## src/rtl/jt51_eg_rd_slot_cnt.sv

```systemverilog
// jt51_slot_cnt: 32-slot frame position tracker. It locks to the zero pulse and reports
// whether the first zero since reset has been seen.
module jt51_slot_cnt (
    input  logic       clk,
    input  logic       rst,
    input  logic       cen,
    input  logic       zero,
    output logic [4:0] slot,
    output logic       synced
);
    logic [4:0] cnt_q;
    logic       synced_q;

    // The current slot is combinational, so the zero cycle itself is already slot 0.
    assign slot   = zero ? 5'd0 : cnt_q + 5'd1;
    assign synced = synced_q | zero;

    always_ff @(posedge clk) begin
        if (rst) begin
            cnt_q    <= 5'd0;
            synced_q <= 1'b0;
        end else if (cen) begin
            cnt_q    <= slot;
            synced_q <= synced;
        end
    end
endmodule

```

## src/rtl/jt51_eg_rd.sv

```systemverilog
// jt51_eg_rd: reads back one slot of the time-multiplexed envelope stream. It also tracks
// the minimum attenuation of the read slot and a per-slot silence bitmap.
module jt51_eg_rd #(
    parameter logic [4:0] OFFSET    = 5'd0,
    parameter logic [9:0] SILENT_TH = 10'h3F0
) (
    input  logic        clk,
    input  logic        rst,
    input  logic        cen,
    input  logic        zero,
    input  logic [9:0]  eg_XI,
    input  logic        rd_req,
    input  logic [4:0]  rd_slot,
    output logic        rd_busy,
    output logic        rd_ack,
    output logic [9:0]  rd_eg,
    input  logic        peak_clr,
    output logic [9:0]  peak_eg,
    output logic [31:0] silent,
    output logic        silent_all
);
    logic [4:0]  cur_slot, smp_slot, lat_q;
    logic        synced, hit, accept, cap;
    logic        busy_q, busy_d, ack_q, all_q;
    logic [9:0]  eg_q, peak_q, peak_d;
    logic [31:0] silent_q, silent_d;

    jt51_slot_cnt u_cnt (
        .clk    (clk),
        .rst    (rst),
        .cen    (cen),
        .zero   (zero),
        .slot   (cur_slot),
        .synced (synced)
    );

    assign smp_slot = cur_slot + OFFSET;
    assign hit      = synced && smp_slot == lat_q;
    assign accept   = cen && rd_req && !busy_q;
    assign cap      = cen && busy_q && hit;
    assign busy_d   = accept || (busy_q && !cap);
    // Clear and a new request both restart the tracker, so they override the min-update.
    assign peak_d   = (peak_clr || accept) ? 10'h3FF : (hit && eg_XI < peak_q) ? eg_XI : peak_q;

    always_comb begin
        silent_d = silent_q;
        if (synced) silent_d[smp_slot] = eg_XI >= SILENT_TH;
    end

    always_ff @(posedge clk) begin
        if (rst) begin
            busy_q   <= 1'b0;
            ack_q    <= 1'b0;
            eg_q     <= 10'h3FF;
            peak_q   <= 10'h3FF;
            lat_q    <= 5'd0;
            silent_q <= 32'hFFFF_FFFF;
            all_q    <= 1'b1;
        end else if (cen) begin
            busy_q   <= busy_d;
            ack_q    <= cap;
            eg_q     <= cap ? eg_XI : eg_q;
            lat_q    <= accept ? rd_slot : lat_q;
            peak_q   <= peak_d;
            silent_q <= silent_d;
            all_q    <= &silent_q;
        end
    end

    assign rd_busy    = busy_q;
    assign rd_ack     = ack_q;
    assign rd_eg      = eg_q;
    assign peak_eg    = peak_q;
    assign silent     = silent_q;
    assign silent_all = all_q;
endmodule
```

## config.mk

```make
export PLATFORM = sky130hd
export DESIGN_NAME = jt51_eg_rd
export DESIGN_NICKNAME = d
export VERILOG_FILES = /design/src/rtl/jt51_eg_rd_slot_cnt.sv /design/src/rtl/jt51_eg_rd.sv
export SDC_FILE = /design/constraint.sdc
export NUM_CORES = 1
export LEC_CHECK = 0
export ABC_AREA = 1
export CAP_MARGIN = 10
export CORE_MARGIN = 5
export CORE_UTILIZATION = 49
export DETAILED_ROUTE_END_ITERATION = 8
export PLACE_DENSITY_LB_ADDON = 0.2
export SLEW_MARGIN = 5
export SYNTH_ARGS = -nofsm -noshare
export SYNTH_HDL_FRONTEND = slang
export SYNTH_SLANG_ARGS = --single-unit
```

## constraint.sdc

```tcl
create_clock -name clk -period 1.87 [get_ports clk]
set_input_delay 0.374 -clock clk [delete_from_list [all_inputs] [get_ports clk]]
set_output_delay 0.374 -clock clk [all_outputs]
set_load 0.05 [all_outputs]
```

Word-level counts from Yosys, hierarchy flattened
Cells that the tools add are included.

Bits in registers: 66. Input port bits: 21. Output and inout port bits: 55. Logic and storage cells: 40.

Add/sub/neg operators: 1. Order comparisons: 4. Equal/unequal tests: 1. Mux-type cells: 6. Bitwise operators: 1. Reduce and logical (&&, ||, !) cells: 18.

Operators with widths (count): 32-bit bitwise mux (1); 32-bit AND reduction (1); 10-bit two-way mux (2); 10-bit >= comparator, second input constant (1); 10-bit less-than comparator (1); 1-bit logical AND (8); 2-bit AND reduction (4); 5-bit by 6-bit less-than comparator with 1-bit output, second input constant (1); 5-bit by 1-bit adder with 5-bit output, second input constant (1); 1-bit demux with 5-bit select (1); 5-bit == test (1); 5-bit by 1-bit >= comparator with 1-bit output, second input constant (1); 5-bit two-way mux (1); 1-bit zero test (2); 1-bit logical OR (2); 2-bit nonzero test (1); 1-bit two-way mux (1); 1-bit OR (1).

Depth between registers and ports, before layout
Gate-level depths: netlist (run 1).

Word-level depth: 8. Depth in mapped cells: 14. Mapped depth without buffers: 14.

Modules after synthesis
Synthesis (run 1) repeated with hierarchy kept, for this count alone.

Cells, all modules: 435. Area total of the unflattened synthesis: 3120.5 µm².

By module, submodules not included: jt51_eg_rd (instances 1, cells an instance 391, area an instance 2821.5 µm², sequential area each 1201.2 µm²); jt51_slot_cnt (instances 1, cells an instance 44, area an instance 299.0 µm², sequential area each 120.1 µm²).

Worst setup path before layout (run 1)
Ideal clock, no wire load.

Path type: register to register. Start: register peak_q[9], in the netlist peak_eg[9]. End: register peak_q[0], in the netlist peak_eg[0]. Setup time: 134 ps. Arrival: 1818 ps. Data required time: 1736 ps. Setup slack: -81 ps. Stages on the path, launching flop included: 13. Buffers on the path: 1. Clock period less this slack: 1951 ps. Cell sequence: dfxtp_1 > inv_1 > ha_1 > nand2_1 > nor2_1 > nand4_1 > nor2_1 > nor2_1 > nand3_1 > nand2_1 > buf_4 > nand3_1 > nand3_1.

Longest elaborated chain between the ends: 4.

Ends and longest elaborated chain: start, declared (line jt51_eg_rd.sv:25) `logic [9:0] eg_q, peak_q, peak_d;`; start signal, assigned (line jt51_eg_rd.sv:64) `peak_q <= peak_d;`; 10-bit less-than comparator (line jt51_eg_rd.sv:43) `assign peak_d = (peak_clr || accept) ? 10'h3FF : (hit && eg_XI < peak_q) ? eg_XI : peak_q;`; 1-bit logical AND (line jt51_eg_rd.sv:43); 2-bit nonzero test (no source line); 2-bit AND reduction (no source line).

No other way between the ends. A chain may end at the register's enable or synchronous reset.

Final worst setup path (run 1)
Start: register u_cnt.cnt_q[1]. End: register peak_q[4], in the netlist peak_eg[4].

Longest elaborated chain between the ends: 7.

Ends and longest elaborated chain: start, declared (line jt51_eg_rd_slot_cnt.sv:11) `logic [4:0] cnt_q;`; start signal, assigned (line jt51_eg_rd_slot_cnt.sv:23) `cnt_q <= slot;`; 5-bit by 1-bit adder with 5-bit output (line jt51_eg_rd_slot_cnt.sv:15) `assign slot = zero ? 5'd0 : cnt_q + 5'd1;`; 5-bit two-way mux (line jt51_eg_rd_slot_cnt.sv:15); 5-bit == test (line jt51_eg_rd.sv:38) `assign hit = synced && smp_slot == lat_q;`; 1-bit logical AND (line jt51_eg_rd.sv:38); 1-bit logical AND (line jt51_eg_rd.sv:43); 2-bit nonzero test (no source line); 2-bit AND reduction (no source line).

No other way between the ends.

==> results of run 1 <==
==> flip-flops by register name, summed over array words and instances (netlist names) <==
register,flops
silent,32
peak_eg,10
rd_eg,10
lat_q,5
u_cnt.cnt_q,5
rd_ack,1
rd_busy,1
silent_all,1
u_cnt.synced_q,1
==> power groups by stage <==
stage	clock network, mW	logic (mW)	registers [mW]
floorplan	0	0.255	1.63
global placement	0	0.594	1.53
detailed placement	0	0.607	1.53
CTS	1.33	0.610	1.50
global route	1.41	0.723	1.50
finish	1.32	0.668	1.50
==> repair_timing <==
item	4_1_cts	5_1_grt
gates cloned	0	2
buffers inserted	0	1
pin swaps	0	15
setup endpoints to repair	1	47
gates resized for setup	1	34
endpoints found under the hold margin	0	0
==> routing by layer <==
layer / track usage / up-vias
li1: - / 1705
met3: 0.0476 / 15
met1: 0.249 / 1560
met2: 0.354 / 94
met4: 0.100 / 0
met5: 0 / -
==> through the flow <==
step,hold slack (ns),cell area [µm²],setup TNS (ns),std cells,setup WS [ns]
floorplan,0.429,3140,0,440,0.0139
global route,0.451,4520,-0.466,636,-0.0413
global placement,0.444,4120,-11.07,617,-0.339
detailed placement,0.449,4120,-13.39,617,-0.359
CTS,0.469,4340,0,633,0.0101
finish,0.430,4520,0,636,0.0647
==> cell families (layout without fill, tap and decap cells) <==
family	count (synthesis)	in the layout	synth area share
buffers and inverters	68	186	0.0880
adders and majority gates	10	10	0.0400
and+or+nand+nor	242	243	0.358
AOI/OAI and AO/OA	53	53	0.0884
xor gates and xnor gates	1	1	0.00280
DFF	66	66	0.422
==> cell usage after synthesis (2+ instances only) <==
cell type    n
a21oi_1     14
a31oi_1      2
buf_2        2
buf_4        2
clkbuf_1    12
clkinv_1     4
dfxtp_1     66
ha_1        10
inv_1       44
inv_2        2
nand2_1     87
nand2_2      2
nand3_1    111
nand3_2      2
nand4_1     14
nor2_1      19
nor2_2       2
nor4_1       2
o21ai_0     34
==> worst max-delay path, cell delays in order, from the launching register on <==
cell	delay (ns)
dfxtp_2	0.34
ha_4	0.25
nand2_4	0.07
inv_2	0.03
nand2_1	0.04
nand2_1	0.04
nor2_1	0.09
nand2_1	0.08
nor2_2	0.14
buf_4	0.13
nand3_2	0.08
nand2_4	0.12
buf_4	0.16
nand3_1	0.07
nand3_1	0.08
==> area by class of cell <==
class / count / area (µm²) / area share
Sequential cell: 66 / 1330 / 0.294
Tap cell: 77 / 96.3 / 0.0213
Timing Repair Buffer: 119 / 1010 / 0.223
Multi-Input combinational cell: 307 / 1670 / 0.370
Clock buffer: 11 / 141 / 0.0313
Inverter: 51 / 194 / 0.0429
Clock inverter: 5 / 77.6 / 0.0172
==> worst max-delay path by stage <==
stage,start,endpoint,slack [ns]
global placement,eg_XI[9],peak_eg[8],-0.34
floorplan,peak_eg[4],peak_eg[0],0.01
detailed placement,eg_XI[9],peak_eg[3],-0.36
global route,peak_eg[6],peak_eg[4],-0.04
finish,u_cnt.cnt_q[1],peak_eg[4],0.06
CTS,u_cnt.cnt_q[0],peak_eg[3],0.01
==> run metrics, run 1 <==
status=complete, no violations; Reg power frac=0.430; clk_skew=0.00691 ns; Worst VDD drop=0.560 mV; HPWL after detailed placement=6300 µm; FF-to-FF Start=u_cnt.cnt_q[1]; final WL=8880 µm; Initial Utilization=0.498; Max Fclk=554 MHz; met1 wire length=3720 µm; Synth area leader=dfxtp_1; flop-to-flop setup slack=0.06 ns; I/O Buffers=75; Crit Reg-Reg Endpoint=peak_eg[4]; Die Y-Extent=89.9 µm; DR pass1 iterations=4; H-tree depth=3; Synth Register Bits=66; final RePlAce weighted congestion=0.849; Avg Cell Area, Syn=7.11 µm²; DR iter-0 viols=175; drc violations=0; Clock Power Share=0.378; Layout Nets=585; RSZ-0062 raised after global routing=yes; WL/cell=14.0 µm; maxcap violations=0; CTS clk-pin slew, worst paths=0.07 ns; Internal=2.50 mW; Congestion Overflow GR=0; Cell Area, Synth=3130 µm²; # clock sinks=66; worst setup path class=register to register; Highest Signal Layer=met4; Final Hold Fails=0; critical path endpoint category=register; Post-synth ARST share=0; DIE AREA=8080 µm²; Syn Nets=471; Yosys warnings=0; CP required=2.15 ns; Post-synth top flop=dfxtp_1; largest net degree at the start of global routing=63; row count=29; commonest non-fill, non-tap cells in the layout=nand3_1 (108), buf_4 (94), nand2_1 (84); P_sw=981 µW; CTS max path bufs=2; CP Launch Type=register; cts hold-fix bufs=0; number of synthesized flops with an enable pin=0; Num CTS Buffers=9; # setup viols final=0; Root Driver=clkbuf_8; core area=6280 µm²; post-layout util=0.721; switching part of the total=0.282; drt via density=5.31; critical path peak fanout=5; R2R depth=14; Syn Inst Count=440; Final Max Tran Viols=0; Fillers=515; Ports=76; Netlist cell types=28; initial antenna violation count=0; combinational power share=0.192; Final min period=1.81 ns; met2 routed WL=4500 µm; WL met3=469 µm; Die Wd=89.9 µm; vias in the first global route=3194; PD cells=770 nW/µm²; Area contributors post-synth=dfxtp_1 (42%), nand3_1 (18%), nand2_1 (10%); via count=3374; clk_lat worst skew=0.34 ns; share of layout cells above drive strength 1=0.272; Crit path arrival time=2.08 ns; most common cell after layout, fill and taps aside=nand3_1; Area Overhead vs Synth=44.6%; slew margin rel.=0.757; GRT Total Usage=0.209; Period Utilization, post-route=0.965; hold path startpoint=zero; Hold EP=u_cnt.synced_q; Leak=2.23 nW; post-synth top area share=0.422; sequential fraction of the synthesis area=0.422; WHS Path Cells=3; CTS tree=done; first-pass GRT wire length=14300 µm; worst hold path type=input port to register; overall power=3.48 mW; Slew @ Worst Pin=0.361 ns; Antenna Cells=0; post-route ant nets=0
Note: power is estimated with default switching activity, not from simulation.
==> run 2: changes to the inputs <==
- clock period: 1.87 -> 2 ns (I/O delays scaled with it)
==> run metrics, run 2 (synthesis gave the netlist of run 1 again) <==
setup TNS=0 ns; Crit Reg-Reg Endpoint=rd_eg[1]; Hold EP=rd_eg[7]; Max Fclk=511 MHz; drt via density=5.27; CTS tree=done; Antenna Cells=0; first-pass GRT wire length=14700 µm; core area=6280 µm²; most common cell after layout, fill and taps aside=nand3_1; Worst VDD drop=0.445 mV; Period Utilization, post-route=0.979; via count=3321; Leak=2.15 nW; Initial Utilization=0.498; status=complete, no violations; Root Driver=clkbuf_8; overall power=3.10 mW; Critical-path top delay cell=clkdlybuf4s50_1; commonest non-fill, non-tap cells in the layout=nand3_1 (111), nand2_1 (85), clkdlybuf4s50_1 (72); crit-path leading delay family=buffers and inverters; Cell Chain, Critical Path=clkdlybuf4s50_1; share of layout cells above drive strength 1=0.132; # clock sinks=66; clk_lat worst skew=0.35 ns; hold path startpoint=rd_eg[7]; Num CTS Buffers=9; largest net degree at the start of global routing=41; DR pass1 iterations=4; GRT Total Usage=0.213; Ports=76; PD cells=694 nW/µm²; CTS clk-pin slew, worst paths=0.07 ns; critical path peak fanout=3; maxcap violations=0; CP required=1.60 ns; WL/cell=13.3 µm; Post-Layout Cell Count=630; Max stage delay on crit path=0.83 ns; Congestion Overflow GR=0; Final min period=1.96 ns; critical path endpoint category=primary output; number of flip-flops under the largest register name=32; Final Max Tran Viols=0; crit path buf inv count=1; WHS Path Cells=2; FF-to-FF Start=u_cnt.cnt_q[1]; R2R depth=13; Area Overhead vs Synth=43.0%; CTS max path bufs=2; Place WS=-0.306 ns; Crit path arrival time=1.56 ns; H-tree depth=3; CP Launch Type=register; worst hold path type=register to register; final RePlAce weighted congestion=0.840; Die Wd=89.9 µm; DIE AREA=8080 µm²; flop-to-flop setup slack=0.18 ns; row count=29; worst setup path class=register to primary output; Slew @ Worst Pin=0.524 ns; Layout Nets=579; slew margin rel.=0.650; vias in the first global route=3320; post-route setup slack=0.0419 ns; Die Y-Extent=89.9 µm; drc violations=0; cell count after placement=614; post-route ant nets=0; cts hold-fix bufs=0; clk_skew=0.0120 ns; final WL=8380 µm; HPWL after detailed placement=6370 µm; initial antenna violation count=0; Final Hold Fails=0; DR iter-0 viols=137; I/O Buffers=75; # setup viols final=0
## run 2: timing repair
action | CTS | global route
endpoints found under the hold margin | 0 | 0
endpoints found under the setup margin | 0 | 25
resized for setup | 0 | 13
buffers inserted | 0 | 0
## run 2: metal layers
layer | vias up | routed length (µm) | global-route usage | share of wire
met2 | 91 | 4170 | 0.370 | 0.50
met4 | 0 | 172 | 0.100 | 0.021
met5 | - | 0 | 0 | 0
met1 | 1518 | 3560 | 0.249 | 0.42
met3 | 17 | 481 | 0.0459 | 0.057
li1 | 1695 | - | - | -
## run 2: cell type report
cell class,count,area (µm²)
Fill cell,558,1800
Sequential cell,66,1320
Inverter,51,194
Clock buffer,9,124
Multi-Input combinational cell,306,1570
Timing Repair Buffer,114,1100
Clock inverter,7,75.1
Tap cell,77,96.3
## run 2: where the power goes
part	internal (mW)	leakage (nW)	switching (mW)
Combinational	0.233	1.51	0.352
Sequential	1.36	0.539	0.0369
Clock	0.584	0.104	0.539
## run 2: how the worst max path moves through the flow
stage	start	end	slack (ns)	cells after the start
after floorplan	peak_eg[9]	peak_eg[0]	0.05	12
after global placement	eg_XI[9]	peak_eg[9]	-0.23	12
after detailed placement	eg_XI[9]	peak_eg[7]	-0.31	12
after CTS	peak_eg[6]	peak_eg[6]	0.04	1
after global routing	eg_XI[3]	peak_eg[6]	-0.03	14
final	peak_eg[6]	peak_eg[6]	0.04	1
## run 2: stage by stage
| stage | util | instance area (µm²) | hold WS (ns) |
|---|---|---|---|
| 2_1_floorplan | - | 3130 | 0.429 |
| 3_3_place_gp | 0.674 | 4230 | 0.440 |
| 3_5_place_dp | 0.674 | 4230 | 0.446 |
| 4_1_cts | 0.705 | 4430 | 0.466 |
| 5_1_grt | 0.713 | 4470 | 0.485 |
| 6_report | 0.713 | 4470 | 0.462 |
## run 2: tightest hold or removal path, cell delays in order (launching register included)
cell	delay, ns
dfxtp_1	0.33
nand2_1	0.05
nand3_1	0.05
